**src/rtl/logic_unit_arbiter.sv**
```systemverilog
// Round-robin arbiter that time-shares one bitwise logic unit among four requesters.
// Each transaction runs IDLE -> GRANT -> RESULT, so one result is produced every three cycles.
module logic_unit_arbiter #(
  parameter int WIDTH = 8
) (
  input  logic               clk,
  input  logic               clrn,
  input  logic [3:0]         req,
  input  logic [11:0]        op,
  input  logic [4*WIDTH-1:0] a,
  input  logic [4*WIDTH-1:0] b,
  output logic [3:0]         gnt,
  output logic               valid,
  output logic [WIDTH-1:0]   result,
  output logic [1:0]         rid,
  output logic               err,
  output logic               busy
);

  typedef enum logic [1:0] {
    IDLE   = 2'd0,
    GRANT  = 2'd1,
    RESULT = 2'd2
  } state_t;

  state_t           state;
  logic [1:0]       ptr;
  logic [1:0]       win;
  logic [1:0]       pick;
  logic [2:0]       op_l;
  logic [WIDTH-1:0] a_l;
  logic [WIDTH-1:0] b_l;
  logic [WIDTH-1:0] alu;

  logic [2:0]       op_arr [4];
  logic [WIDTH-1:0] a_arr  [4];
  logic [WIDTH-1:0] b_arr  [4];

  for (genvar gi = 0; gi < 4; gi++) begin : g_unpack
    assign op_arr[gi] = op[3*gi +: 3];
    assign a_arr[gi]  = a[WIDTH*gi +: WIDTH];
    assign b_arr[gi]  = b[WIDTH*gi +: WIDTH];
  end

  // Scan from the farthest offset down so the nearest requester at or after ptr wins.
  always_comb begin
    pick = ptr;
    for (int k = 3; k >= 0; k--) begin
      if (req[ptr + 2'(k)]) pick = ptr + 2'(k);
    end
  end

  always_comb begin
    case (op_l)
      3'd0:    alu = a_l & b_l;
      3'd1:    alu = a_l | b_l;
      3'd2:    alu = ~a_l;
      3'd3:    alu = ~(a_l & b_l);
      3'd4:    alu = ~(a_l | b_l);
      3'd5:    alu = a_l ^ b_l;
      3'd6:    alu = ~(a_l ^ b_l);
      default: alu = '0;
    endcase
  end

  always_ff @(posedge clk or negedge clrn) begin
    if (!clrn) begin
      state  <= IDLE;
      ptr    <= 2'd0;
      win    <= 2'd0;
      op_l   <= 3'd0;
      a_l    <= '0;
      b_l    <= '0;
      gnt    <= 4'b0;
      valid  <= 1'b0;
      result <= '0;
      rid    <= 2'd0;
      err    <= 1'b0;
    end else begin
      case (state)
        IDLE: begin
          if (|req) begin
            win   <= pick;
            op_l  <= op_arr[pick];
            a_l   <= a_arr[pick];
            b_l   <= b_arr[pick];
            gnt   <= 4'b0001 << pick;
            state <= GRANT;
          end
        end
        GRANT: begin
          gnt    <= 4'b0;
          valid  <= 1'b1;
          result <= alu;
          rid    <= win;
          err    <= (op_l == 3'd7);
          state  <= RESULT;
        end
        RESULT: begin
          valid <= 1'b0;
          err   <= 1'b0;
          ptr   <= win + 2'd1;
          state <= IDLE;
        end
        default: state <= IDLE;
      endcase
    end
  end

  assign busy = (state != IDLE);

endmodule

```
**config.mk**
```make
export PLATFORM = sky130hd
export DESIGN_NAME = logic_unit_arbiter
export DESIGN_NICKNAME = d
export VERILOG_FILES = /design/src/rtl/logic_unit_arbiter.sv
export SDC_FILE = /design/constraint.sdc
export NUM_CORES = 1
export LEC_CHECK = 0
export BUFFER_PORTS_ARGS = -buffer_cell sky130_fd_sc_hd__buf_2
export CORE_MARGIN = 2
export CORE_UTILIZATION = 52
export CTS_CLUSTER_DIAMETER = 120
export DETAILED_ROUTE_END_ITERATION = 12
export PLACE_DENSITY = 0.81
export REMOVE_ABC_BUFFERS = 1
export SLEW_MARGIN = 20
export SYNTH_ARGS = -nofsm -noshare
export SYNTH_HDL_FRONTEND = slang
export SYNTH_SLANG_ARGS = --single-unit
```
**constraint.sdc**
```tcl
create_clock -name clk -period 2.7 [get_ports clk]
set_clock_uncertainty 0.05 [all_clocks]
set_input_delay 0.27 -clock clk [delete_from_list [all_inputs] [get_ports clk]]
set_output_delay 0.27 -clock clk [all_outputs]
set_load 0.01 [all_outputs]
```
==> metrics.txt <==
Diodes inserted 0; Yosys top cell area share 0.3337; Die Span Y approximately 81 µm; CTS tree yes; Synthesis Warnings 0; Die Area about 6500 µm²; IO Count 99; max_slew headroom 0.3858; Hold WS ~37 ps; share of cells above drive strength 1 0.3419; clock share of power 0.099; Core Region about 5800 µm²; final hold vios 0; Setup Viol. Count Final 0; vias in the first global route about 2,800; cell family with most CP delay simple AND/OR/NAND/NOR gates; Post-route DRC 0; post-synthesis compound-gate area fraction 0.2711; H-tree depth 2; via count between 2,000 and 3,000; net switching power 1.910 mW; combinational share of power 0.600; Final WS setup between 400 and 500 ps; Startpoint Class register; Post-synth top cells dfrtp_1, o21ai_0, a21oi_1, inv_1, mux2_2; Die Wd 80.89 µm; post-synthesis adder-cell area fraction 0.08140; critical-path cell list and3b_1, or4_4, nand2_1, buf_4, mux2_2, a221o_1; mapped cell area 3074 µm²; CTS buffer count 5; CP Max Fanout 12; post-route ant nets 0; Initial Utilization 0.5286; DR pass1 iterations 4; post-synthesis sequential area ratio 0.3337; most common cell in the netlist dfrtp_1; Root Buffer clkbuf_8; CP peak stage delay roughly 460 ps; Buf/Inv on CP 1; Peak VDD IR around 490 µV; period utilization 0.8319; Max Cap Viol 0; Synth area leaders dfrtp_1, mux2_2, ha_1; worst slack at placement roughly 450 ps; power density cells roughly 1100 nW/µm²; Yosys cell types 44; FF+latch area just over 1000 µm²; area of the multi-input gates 1831 µm²; Slew Limit Fails 0; Max Clock Freq 445.2 MHz; Filler Cells Inserted 493; post_cts resized 0; Least-Margin Pin Slew just over 900 ps; leakage between 1.5 and 2 nW; Setup crit end kind register; biggest area consumer among synthesized cells dfrtp_1; TritonCTS Sinks 41; most common flop cell mapped by yosys dfrtp_1; R2R Path Start ptr[1]; post-synthesis mux area share 0.1237; Hold Buf Count CTS 0; crit path DAT ~2400 ps; FFs w/ async S/R, synth 1.000; largest net degree at the start of global routing 42; P_int 2.288 mW; detailed placement HPWL around 6000 µm; Layout Area Growth over Synthesis 20.88%; Critical Path Slowest Stage Cell dfrtp_1; post-synthesis simple-gate area fraction 0.1107; I/O Buffers 98; WS Path Type register to register; Synth Area in XOR/XNOR 0.002849; R2R setup slack 450 ps; Avg Vias per Cell ~5.9; Clock transition at path regs around 90 ps; GRT Resource Usage Total 0.2601; Seq cells post-synth approximately 40; sequential share of power 0.301; fin nets ~530; Post-Synthesis Cells ~340; Tot Pwr roughly 4.2 mW; combinational family with the most area after synthesis compound AO/OA/AOI/OAI gates; RSZ-0062 raised after global routing false; GP Congestion 0.8692; initial antenna violation count 0; Routed WL per cell approximately 16 µm; final WL between 8000 and 9000 µm; HP Class primary input to asynchronous set/reset pin; final core utilization 0.6390; CP Data Required Time 2840 ps; R2R depth 6; Mean Syn Cell Area 9.068 µm²; global-route wire length before repair ~13,000 µm; worst skew pair latency 300 ps; minimum clock period between 2000 and 2500 ps; Initial DRC Count around 260; Site Rows 28; FF-to-FF End a_l[7]; outcome finished, final reports clean; Remaining Overflow, GRT 0; CTS max path bufs 2; post-CTS setup buffers 0; Post-synth EDFFs 0; sw frac 0.4550
## state kept, by name (all words and copies together) (netlist names)
name,count
a_l,8
b_l,8
err,1
gnt,4
op_l,3
ptr,2
result,8
rid,2
state,2
valid,1
win,2
## worst max-delay path by stage
stage          startpoint     end  slack, ps  cells after the start
2_1_floorplan      ptr[0]  a_l[0]       -460                      5
3_3_place_gp       req[0]  b_l[7]        500                      7
3_5_place_dp       req[0]  a_l[7]        450                      7
4_1_cts            ptr[1]  a_l[7]        450                      6
5_1_grt            ptr[1]  b_l[0]        360                      6
6_report           ptr[1]  a_l[7]        450                      6
## power by group through the flow
stage | combinational (mW) | sequential [mW] | clock, mW
after floorplan | 1.70 | 1.26 | 0
after global placement | 2.37 | 1.25 | 0
after detailed placement | 2.50 | 1.27 | 0
after CTS | 2.51 | 1.26 | 0.422
after global routing | 2.80 | 1.31 | 0.448
final | 2.52 | 1.26 | 0.417
## cells in the final DEF (no fill, tap or decap), types with 2 or more instances in the layout
master	n
buf_2	98
dfrtp_1	41
o21ai_0	36
a21oi_1	28
inv_1	27
mux2_2	24
nand3_1	20
ha_1	20
a221o_1	19
nor2_1	12
mux2i_1	11
nand2_1	11
buf_4	11
nor2b_1	10
o211ai_1	7
a31oi_1	5
clkbuf_8	5
a211o_1	4
o21a_1	3
nand2b_1	3
a211oi_1	3
o31ai_1	3
or2_2	2
o2bb2ai_1	2
a22oi_1	2
a22o_1	2
a32o_1	2
clkinvlp_4	2
## final cells by class
| type | count | share of cell area |
|---|---|---|
| Sequential cell | 41 | 0.2761 |
| Clock inverter | 2 | 0.004040 |
| Timing Repair Buffer | 109 | 0.1542 |
| Tap cell | 75 | 0.02525 |
| Multi-Input combinational cell | 244 | 0.4926 |
| Clock buffer | 6 | 0.01953 |
| Inverter | 28 | 0.02828 |
## logic make-up (layout without fill, tap and decap cells)
kind of cell | Yosys count | count (layout)
compound gates | 122 | 122
xor+xnor | 1 | 1
fa+ha+maj | 20 | 20
buf+inv | 54 | 145
flops | 41 | 41
mux | 35 | 35
simple gates | 66 | 66
## stage by stage
stage                     TNS [ps]  area (µm²)  instances
after floorplan              -8956        2944        313
after global placement           0        3628        497
after detailed placement         0        3628        497
after CTS                        0        3716        505
after global routing             0        3716        505
final                            0        3716        505
## per-layer routing
metal	track usage	vias to the layer above	part of all wire
li1	-	1428	-
met1	0.3118	1431	0.41
met2	0.4645	95	0.52
met3	0.04667	15	0.055
met4	0.09492	0	0.021
met5	0	-	0
Power figures use the tool's default switching activity.
